## config.mk

```make
export PLATFORM = sky130hd
export DESIGN_NAME = uart_tx_buffered_flat
export DESIGN_NICKNAME = d
export VERILOG_FILES = /design/src/rtl/uart_pkg.sv /design/src/rtl/uart_tx_buffered_if.sv /design/src/rtl/sync_fifo.sv /design/src/rtl/uart_tx_buffered.sv /design/src/flat_wrapper.sv
export SDC_FILE = /design/constraint.sdc
export NUM_CORES = 1
export LEC_CHECK = 0
export BUFFER_PORTS_ARGS = -buffer_cell sky130_fd_sc_hd__buf_2
export CORE_MARGIN = 2
export CORE_UTILIZATION = 50
export DETAILED_ROUTE_END_ITERATION = 12
export GPL_ROUTABILITY_DRIVEN = 1
export PLACE_DENSITY = 0.66
export SYNTH_ARGS = -nofsm -noshare
export SYNTH_HDL_FRONTEND = slang
export SYNTH_SLANG_ARGS = --single-unit
export TNS_END_PERCENT = 5
```

## constraint.sdc

```tcl
create_clock -name CLK -period 8.6 [get_ports CLK]
set_clock_uncertainty 0.1 [all_clocks]
set_input_delay 1.29 -clock CLK [delete_from_list [all_inputs] [get_ports CLK]]
set_output_delay 1.29 -clock CLK [all_outputs]
set_load 0.02 [all_outputs]
```

## src/rtl/uart_pkg.sv

```systemverilog
// Shared types and constants for the buffered UART transmitter.
package uart_pkg;

  typedef enum logic [1:0] {
    NONE = 2'd0,
    ODD  = 2'd1,
    EVEN = 2'd2
  } parity_e;

  typedef enum logic [2:0] {
    IDLE  = 3'd0,
    START = 3'd1,
    DATA  = 3'd2,
    PAR   = 3'd3,
    STOP  = 3'd4
  } tx_state_e;

  localparam int unsigned CLKS_PER_BIT_DEFAULT = 868;

  // Parity bit from the XOR-reduction of the payload (1 = odd number of ones).
  function automatic logic parity_bit(input parity_e mode, input logic ones_odd);
    return (mode == ODD) ? ~ones_odd : ones_odd;
  endfunction

endpackage

```

## src/rtl/uart_tx_buffered_if.sv

```systemverilog
// Producer-side bus and line outputs of the buffered UART transmitter.
interface uart_tx_buffered_if #(
  parameter int unsigned DATA_BITS  = 8,
  parameter int unsigned FIFO_DEPTH = 16
) ();

  localparam int unsigned CW = $clog2(FIFO_DEPTH) + 1;

  logic [DATA_BITS:0] wr_opt_byte;
  logic               wr_ready;
  logic               tx_line;
  logic               busy;
  logic [CW-1:0]      fifo_count;
  logic               err_drop;

  modport master (
    output wr_opt_byte,
    input  wr_ready, tx_line, busy, fifo_count, err_drop
  );

  modport slave (
    input  wr_opt_byte,
    output wr_ready, tx_line, busy, fifo_count, err_drop
  );

endinterface

```

## src/rtl/sync_fifo.sv

```systemverilog
// Synchronous FIFO with registered count and registered full/empty flags.
module sync_fifo #(
  parameter int unsigned WIDTH = 8,
  parameter int unsigned DEPTH = 16
) (
  input  logic                   clk_i,
  input  logic                   rst_n_i,
  input  logic                   push_i,
  input  logic                   pop_i,
  input  logic [WIDTH-1:0]       wdata_i,
  output logic [WIDTH-1:0]       rdata_o,
  output logic                   full_o,
  output logic                   empty_o,
  output logic [$clog2(DEPTH):0] count_o
);

  localparam int unsigned AW = $clog2(DEPTH);
  localparam int unsigned CW = AW + 1;

  logic [WIDTH-1:0] mem_q [DEPTH];
  logic [AW-1:0]    wr_ptr_q, rd_ptr_q;
  logic [CW-1:0]    count_q, count_d;
  logic             full_q, empty_q;
  logic             push_ok, pop_ok;

  // A push into a full FIFO is refused even if a pop happens in the same cycle.
  assign push_ok = push_i & ~full_q;
  assign pop_ok  = pop_i & ~empty_q;

  // Occupancy update.
  always_comb begin
    count_d = count_q;
    unique case ({push_ok, pop_ok})
      2'b10:   count_d = count_q + CW'(1);
      2'b01:   count_d = count_q - CW'(1);
      default: count_d = count_q;
    endcase
  end

  // Pointers wrap naturally at the power-of-two depth; count keeps an extra bit.
  always_ff @(posedge clk_i) begin
    if (!rst_n_i) begin
      wr_ptr_q <= '0;
      rd_ptr_q <= '0;
      count_q  <= '0;
      full_q   <= 1'b0;
      empty_q  <= 1'b1;
    end else begin
      if (push_ok) wr_ptr_q <= wr_ptr_q + AW'(1);
      if (pop_ok)  rd_ptr_q <= rd_ptr_q + AW'(1);
      count_q <= count_d;
      full_q  <= (count_d == CW'(DEPTH));
      empty_q <= (count_d == '0);
    end
  end

  // Storage array; contents need no reset.
  always_ff @(posedge clk_i) begin
    if (push_ok) mem_q[wr_ptr_q] <= wdata_i;
  end

  assign rdata_o = mem_q[rd_ptr_q];
  assign full_o  = full_q;
  assign empty_o = empty_q;
  assign count_o = count_q;

endmodule

```

## src/rtl/uart_tx_buffered.sv

```systemverilog
// Buffered UART transmitter: FIFO in front of a start/data/parity/stop serialiser.
module uart_tx_buffered
  import uart_pkg::*;
#(
  parameter int unsigned CLKS_PER_BIT = CLKS_PER_BIT_DEFAULT,
  parameter int unsigned DATA_BITS    = 8,
  parameter parity_e     PARITY       = NONE,
  parameter int unsigned STOP_BITS    = 1,
  parameter int unsigned FIFO_DEPTH   = 16
) (
  input logic               CLK,
  input logic               RST_N,
  uart_tx_buffered_if.slave bus
);

  localparam int unsigned CW    = $clog2(FIFO_DEPTH) + 1;
  localparam int unsigned CNT_W = $clog2(STOP_BITS * CLKS_PER_BIT);
  localparam int unsigned IDX_W = $clog2(DATA_BITS);

  localparam logic [CNT_W-1:0] BIT_LAST  = CNT_W'(CLKS_PER_BIT - 1);
  localparam logic [CNT_W-1:0] STOP_LAST = CNT_W'(STOP_BITS * CLKS_PER_BIT - 1);
  localparam logic [IDX_W-1:0] DATA_LAST = IDX_W'(DATA_BITS - 1);

  tx_state_e            state_q, state_d;
  logic [CNT_W-1:0]     cnt_q, cnt_d;
  logic [IDX_W-1:0]     idx_q, idx_d;
  logic [DATA_BITS-1:0] shift_q, shift_d;
  logic                 par_q, par_d;
  logic                 tx_q;
  logic                 line_c;
  logic                 pop_c;

  logic                 wr_valid;
  logic                 fifo_full, fifo_empty;
  logic [DATA_BITS-1:0] fifo_rdata;
  logic [CW-1:0]        fifo_count;

  assign wr_valid = bus.wr_opt_byte[DATA_BITS];

  sync_fifo #(
    .WIDTH (DATA_BITS),
    .DEPTH (FIFO_DEPTH)
  ) u_fifo (
    .clk_i   (CLK),
    .rst_n_i (RST_N),
    .push_i  (wr_valid & ~fifo_full & RST_N),
    .pop_i   (pop_c),
    .wdata_i (bus.wr_opt_byte[DATA_BITS-1:0]),
    .rdata_o (fifo_rdata),
    .full_o  (fifo_full),
    .empty_o (fifo_empty),
    .count_o (fifo_count)
  );

  // Next-state, bit timing, shifter and line level.
  always_comb begin
    state_d = state_q;
    cnt_d   = cnt_q;
    idx_d   = idx_q;
    shift_d = shift_q;
    par_d   = par_q;
    pop_c   = 1'b0;
    line_c  = 1'b1;
    unique case (state_q)
      IDLE: begin
        if (!fifo_empty) begin
          pop_c   = 1'b1;
          shift_d = fifo_rdata;
          par_d   = parity_bit(PARITY, ^fifo_rdata);
          cnt_d   = BIT_LAST;
          state_d = START;
        end
      end
      START: begin
        line_c = 1'b0;
        if (cnt_q == '0) begin
          cnt_d   = BIT_LAST;
          idx_d   = '0;
          state_d = DATA;
        end else begin
          cnt_d = cnt_q - CNT_W'(1);
        end
      end
      DATA: begin
        line_c = shift_q[0];
        if (cnt_q == '0) begin
          if (idx_q == DATA_LAST) begin
            if (PARITY != NONE) begin
              cnt_d   = BIT_LAST;
              state_d = PAR;
            end else begin
              cnt_d   = STOP_LAST;
              state_d = STOP;
            end
          end else begin
            cnt_d   = BIT_LAST;
            idx_d   = idx_q + IDX_W'(1);
            shift_d = shift_q >> 1;
          end
        end else begin
          cnt_d = cnt_q - CNT_W'(1);
        end
      end
      PAR: begin
        line_c = par_q;
        if (cnt_q == '0) begin
          cnt_d   = STOP_LAST;
          state_d = STOP;
        end else begin
          cnt_d = cnt_q - CNT_W'(1);
        end
      end
      STOP: begin
        line_c = 1'b1;
        if (cnt_q == '0) begin
          // Back-to-back frames: pop straight into the next start bit.
          if (!fifo_empty) begin
            pop_c   = 1'b1;
            shift_d = fifo_rdata;
            par_d   = parity_bit(PARITY, ^fifo_rdata);
            cnt_d   = BIT_LAST;
            state_d = START;
          end else begin
            state_d = IDLE;
          end
        end else begin
          cnt_d = cnt_q - CNT_W'(1);
        end
      end
      default: state_d = IDLE;
    endcase
  end

  // State register; the line level is registered so it is glitch-free.
  always_ff @(posedge CLK) begin
    if (!RST_N) begin
      state_q <= IDLE;
      cnt_q   <= '0;
      idx_q   <= '0;
      shift_q <= '0;
      par_q   <= 1'b0;
      tx_q    <= 1'b1;
    end else begin
      state_q <= state_d;
      cnt_q   <= cnt_d;
      idx_q   <= idx_d;
      shift_q <= shift_d;
      par_q   <= par_d;
      tx_q    <= line_c;
    end
  end

  assign bus.wr_ready   = ~fifo_full & RST_N;
  assign bus.err_drop   = wr_valid & fifo_full & RST_N;
  assign bus.tx_line    = tx_q;
  assign bus.busy       = (state_q != IDLE) | ~fifo_empty;
  assign bus.fifo_count = fifo_count;

endmodule

```

## src/flat_wrapper.sv

```systemverilog
// flat-port wrapper written by rule: the top's interface ports become plain ports
module uart_tx_buffered_flat import uart_pkg::*;
#(
  parameter int unsigned CLKS_PER_BIT = CLKS_PER_BIT_DEFAULT,
  parameter int unsigned DATA_BITS    = 8,
  parameter parity_e     PARITY       = NONE,
  parameter int unsigned STOP_BITS    = 1,
  parameter int unsigned FIFO_DEPTH   = 16
)
  (CLK, RST_N, bus_wr_opt_byte, bus_wr_ready, bus_tx_line, bus_busy, bus_fifo_count, bus_err_drop);
  uart_tx_buffered_if #(.DATA_BITS(DATA_BITS), .FIFO_DEPTH(FIFO_DEPTH)) bus_i ();
  input logic CLK;
  input logic RST_N;
  input wire logic [$bits(bus_i.wr_opt_byte)-1:0] bus_wr_opt_byte;
  output wire logic [$bits(bus_i.wr_ready)-1:0] bus_wr_ready;
  output wire logic [$bits(bus_i.tx_line)-1:0] bus_tx_line;
  output wire logic [$bits(bus_i.busy)-1:0] bus_busy;
  output wire logic [$bits(bus_i.fifo_count)-1:0] bus_fifo_count;
  output wire logic [$bits(bus_i.err_drop)-1:0] bus_err_drop;
  assign bus_i.wr_opt_byte = bus_wr_opt_byte;
  assign bus_wr_ready = bus_i.wr_ready;
  assign bus_tx_line = bus_i.tx_line;
  assign bus_busy = bus_i.busy;
  assign bus_fifo_count = bus_i.fifo_count;
  assign bus_err_drop = bus_i.err_drop;
  uart_tx_buffered #(.CLKS_PER_BIT(CLKS_PER_BIT), .DATA_BITS(DATA_BITS), .PARITY(PARITY), .STOP_BITS(STOP_BITS), .FIFO_DEPTH(FIFO_DEPTH)) u_core (.CLK(CLK), .RST_N(RST_N), .bus(bus_i));
endmodule
```

Word-level counts from Yosys, hierarchy flattened

Memories as Yosys holds them, arrays and structs flattened. A register that Yosys moved wholly into a read port is not among the register bits.
Cells that the tools add are included.
Widths: inputs -> output; s select.

Flip-flop bits (word level): 41
Memory bits (writable): 128
Memories: 1
Logic and storage cells: 90
Input bits: 11

Multiplexer cells: 33
Add/sub/neg operators: 6
Bitwise operators: 10
Equality and inequality tests: 15
Reductions and logical operators: 14

Memory list:

| memory              | words | bits a word | read ports | clocked after Yosys merged registers in | wr ports | RTL line        | source |
|---|---|---|---|---|---|---|---|
| u_core.u_fifo.mem_q | 16    | 8           | 1          | 1                                       | 1        | sync_fifo.sv:20 | `logic [WIDTH-1:0] mem_q [DEPTH];` |

Operators with widths:

| operator              | number |
|---|---|
| $mux 8                | 4 |
| $mux 10               | 3 |
| $pmux 10 s3           | 1 |
| $mux 3                | 9 |
| $pmux 8 s3            | 1 |
| $pmux 3 s5            | 1 |
| $logic_not 10->1      | 1 |
| $ne 2x1->1 const B    | 5 |
| $pmux 5 s2            | 1 |
| $sub 10x1->10 const B | 1 |
| $reduce_bool 3->1     | 3 |
| $add 4x1->4 const B   | 2 |
| $mux 4                | 2 |
| $reduce_and 4->1      | 2 |
| $reduce_xor 8->1      | 1 |
| $and 1x1->1           | 7 |
| $mux 1                | 7 |
| $eq 3x2->1 const B    | 2 |
| $eq 3x3->1 const B    | 2 |
| $pmux 3 s2            | 1 |
| $reduce_and 6->1      | 1 |
| $add 5x1->5 const B   | 1 |
| $eq 5x5->1 const B    | 1 |
| $logic_not 5->1       | 1 |
| other kinds (14)      | 18 |

Longest topological paths before layout

Word-level depth: 7
Mapped depth: 17

Cells and area by module

A second synthesis with hierarchy kept.

Cell total of the unflattened synthesis: 509
Area total of the unflattened synthesis: 7654.8 sq um

Modules (own cells, without submodules):

| module           | cells each | seq. area each (sq um) | area each (sq um) | instances |
|---|---|---|---|---|
| sync_fifo        | 302        | 4224.1                 | 5891.9            | 1 |
| uart_tx_buffered | 207        | 520.5                  | 1762.9            | 1 |

Worst setup path before layout

No wires, ideal clock.

Kind: input to register
From: input port RST_N
To: register u_core.u_fifo.empty_q (netlist: u_core.u_fifo.empty_o)
Stages on the path: 14
Path slack: 4.795 ns
Arrival time: 3.573 ns
Data required time: 8.368 ns
Path through: nor2b_1 and2_1 clkbuf_1 inv_1 ha_1 xor2_1 ha_1 nor2b_1 a32oi_1 o21a_1 nor2_1 xnor2_1 nor2b_1 a21oi_1

Longest elaborated chain between the ends: 5
Elaborated cells on any way between the ends: 6

Ends and longest elaborated chain:

| item                                            | RTL line               | source |
|---|---|---|
| start: declaration                              | flat_wrapper.sv:13     | `input logic RST_N;` |
| $and 1x1->1                                     | uart_tx_buffered.sv:46 | `.push_i (wr_valid & ~fifo_full & RST_N),` |
| $and 1x1->1                                     | sync_fifo.sv:27        | `assign push_ok = push_i & ~full_q;` |
| $eq 2x1->1 / $eq 2x2->1 (equally long branches) | sync_fifo.sv:33        | `unique case ({push_ok, pop_ok})` |
| $pmux 5 s2                                      | sync_fifo.sv:33        |  |
| $logic_not 5->1                                 | sync_fifo.sv:53        | `empty_q <= (count_d == '0);` |
| end signal: assignment                          | sync_fifo.sv:53        |  |
| end: declaration                                | sync_fifo.sv:23        | `logic full_q, empty_q;` |

Parallel ways exist; a longest one is shown, timed or not.
A chain may end at the register's enable or synchronous reset.

Final worst setup path

Ends and elaborated chain as after synthesis.

==> out/qor.tcl <==
set qor(run_status) {completed}
set qor(netSwitchingPower_mw) 0.877
set qor(static-leakage-power_nw) 2.81
set qor(layout-area-overhead-vs-synth_pct) 10.4
set qor(number_of_global_route_vias_before_repair) 4297
set qor(core_area_um2) 14600
set qor(postCtsSetupRepairBufs) 0
set qor(part_of_the_power_in_the_clock_network_pct) 29.5
set qor(n_fill_cell) 1145
set qor(clock_tree_from_tritoncts) {built}
set qor(grt_start_max_net_pins) 44
set qor(cts_max_level) 4
set qor(critPathArrivalTime_ns) 4.03
set qor(setup_total_negative_slack_ns) 0
set qor(syn-num-nets) 549
set qor(number_of_antenna_violations_at_the_first_check_in_global_routing) 0
set qor(synth-seq-cells) 173
set qor(synth_edf_count) 128
set qor(cellPowerDensity_nw_per_um2) 320
set qor(synth.yosys.seq_area_share_pct) 63.5
set qor(detail_route.drc_violations) 0
set qor(grt_first_pass_wirelength_mm) 23.9
set qor(avgViaCountPerCell) 5.98
set qor(ctsLongestPathBuffers) 2
set qor(final_max_slew_viol_count) 0
set qor(timing.max_cap.violations) 0
set qor(synth-warning-count) 0
set qor(sw_share_pct) 33.2
set qor(initial_utilization_pct) 51.2
set qor(boundaryPins) 20
set qor(fin_worst_hold_slack_ns) 0.375
set qor(worstPathRequired_ns) 8.79
set qor(finalCriticalPeriod_ns) 3.84
set qor(power.combinational.fraction_pct) 30.8
set qor(max-vdd-ir-drop_mv) 0.186
set qor(finish_stage_setup_viols) 0
set qor(floorplan.die.width_um) 126
set qor(synth_most_common_cell) {edfxtp_1}
set qor(report.final.hold_viol_count) 0
set qor(synthDominantAreaCellType) {edfxtp_1}
set qor(startpoint_types) {input port}
set qor(end_kind) {flip-flop}
set qor(num-nets-final) 559
set qor(clk_pin_slew_ns) 0.07
set qor(postSynthCellCount) 526
set qor(dominantRegCellSynth) {edfxtp_1}
set qor(first_pass_iters) 5
set qor(place.detailed.hpwl_mm) 9.26
set qor(drive_above_1_share_pct) 16.0
set qor(synthesis.area_um2) 7470
set qor(int_power_mw) 1.77
set qor(first_iter_violations) 404
set qor(tightest_slew_ns) 1.23
set qor(numCtsBuffers) 17
set qor(netlist.area_leader.share_pct) 51.4
set qor(netlist_top_cells_count) {edfxtp_1, dfxtp_1, nand2_1}
set qor(synth_area_per_cell_um2) 14.2
set qor(grt_setup_unrepaired) {false}
set qor(timing.slew.headroom_pct) 17.4
set qor(post_cts_hold_buffer_count) 0
set qor(postRouteWirelength_mm) 14.5
set qor(finalCritPeriodShare_pct) 44.6
set qor(async_flop_share_pct) 0
set qor(clkLatencyLatePin_ns) 0.44
set qor(die_outline_height_um) 126
set qor(setup.worst_path.class) {in2reg}
set qor(drtAntennaViolNets) 0
set qor(seq_power_share_pct) 39.7
set qor(final_core_utilization_pct) 56.6
set qor(cts_resized) 0
set qor(finalWeightedCongestion) 0.833
set qor(via_count) 4386
set qor(cts_root_buf) {clkbuf_16}
set qor(globalRoute.totalOverflow) 0
set qor(groute.usage.overall_pct) 19.7
set qor(netlist_top_cells_area) {edfxtp_1, dfxtp_1, mux4_2, nand2_1, ha_1}
set qor(floorplan.die_area_um2) 15900
set qor(hp-class) {reg2reg}
set qor(number_of_distinct_standard_cells_referenced_by_the_synthesized_netlist) 56
set qor(cts.sink_count) 173
set qor(antennaDiodeCount) 0
set qor(std_cell_rows) 44
set qor(achievable-frequency_mhz) 260
set qor(routed_wire_length_per_instance_um) 19.8
set qor(placement.io_buffers) 19
set qor(critical_path_peak_fanout) 43
layout by cell type (no fill, tap or decap), types with 5 or more instances in the layout:
cell,n
edfxtp_1,128
dfxtp_1,44
buf_2,19
nor3_1,9
o211a_1,8
nor2b_1,17
o21ai_0,16
ha_1,12
xnor2_1,16
mux4_2,27
mux2i_1,10
and2_1,12
inv_1,12
nor2_1,32
mux4_1,5
a21oi_1,24
a22oi_1,17
clkbuf_16,17
and3_1,5
inv_6,6
nand2_1,41
a31oi_1,6
nand2b_1,6
per-stage QoR:
step	total power, mW	instances	setup slack, ns	cell area, µm²
floorplan	1.72	526	4.79	7470
global placement	1.85	701	4.41	7660
detailed placement	1.87	701	4.29	7660
CTS	2.65	733	4.72	8250
global route	2.79	733	4.38	8250
finish	2.64	733	4.76	8250
state kept, by name, indices dropped and copies added (netlist names), named ones only:
| signal | flops |
|---|---|
| u_core.shift_q | 8 |
| u_core.cnt_q | 10 |
| u_core.state_q | 3 |
| u_core.u_fifo.wr_ptr_q | 4 |
| u_core.u_fifo.empty_o | 1 |
| u_core.u_fifo.full_o | 1 |
| u_core.idx_q | 3 |
| u_core.par_q | 1 |
| u_core.bus.tx_line | 1 |
| u_core.u_fifo.count_o | 5 |
| u_core.u_fifo.rd_ptr_q | 4 |
| u_core.u_fifo.mem_q | 128 |
power by group through the flow:
stage / clock network [mW] / registers [mW] / logic [mW]
2_1_floorplan: 0 / 1.04 / 0.685
3_3_place_gp: 0 / 1.06 / 0.785
3_5_place_dp: 0 / 1.06 / 0.809
4_1_cts: 0.790 / 1.05 / 0.813
5_1_grt: 0.818 / 1.06 / 0.909
6_report: 0.780 / 1.05 / 0.814
metal layers:
metal  part of all wire, %  track usage (%)  vias to the layer above
li1                      -                -                     2013
met1                    44             26.3                     2218
met2                    50             32.4                      125
met3                   4.2             4.12                       30
met4                   1.8             6.98                        0
met5                     0                0                        -
cells by family (layout without fill, tap and decap cells):
group / count (synthesis) / after routing / synth area share [%]
muxes: 42 / 42 / 11.2
buffers and inverters: 42 / 65 / 2.71
AOI/OAI and AO/OA: 89 / 89 / 7.84
and+or+nand+nor: 148 / 148 / 10.3
DFF: 173 / 173 / 63.5
adders and majority gates: 12 / 12 / 2.01
xor gates and xnor gates: 20 / 20 / 2.44
final timing paths:
path / from / endpoint / slack (ns) / cells past startpoint
setup / recovery: RST_N / u_core.u_fifo.empty_o / 4.76 / 14
hold / removal: u_core.idx_q[0] / u_core.idx_q[0] / 0.38 / 2
setup reg to reg: u_core.cnt_q[0] / u_core.u_fifo.empty_o / 4.87 / 16
hold reg to reg: u_core.idx_q[0] / u_core.idx_q[0] / 0.38 / 2
layout make-up:
type / count / area [µm²] / share of cell area (%)
inverters: 12 / 45.0 / 0.546
clock buffers: 19 / 443 / 5.37
well taps: 184 / 230 / 2.79
repair buffers: 21 / 110 / 1.33
multi-input cells: 311 / 2520 / 30.6
clock inverters: 13 / 151 / 1.83
flip-flops and latches: 173 / 4750 / 57.5
worst max-delay path: stages:
cell	delay, ns
buf_2	0.50
nor2b_1	0.22
and2_1	0.32
inv_1	0.11
ha_1	0.27
xor2_1	0.19
ha_1	0.22
nor2b_1	0.19
a32oi_1	0.12
o21a_1	0.18
nor2_1	0.10
xnor2_1	0.09
nor2b_1	0.15
a21oi_1	0.05
No activity file was read; power rests on OpenSTA's default activity.
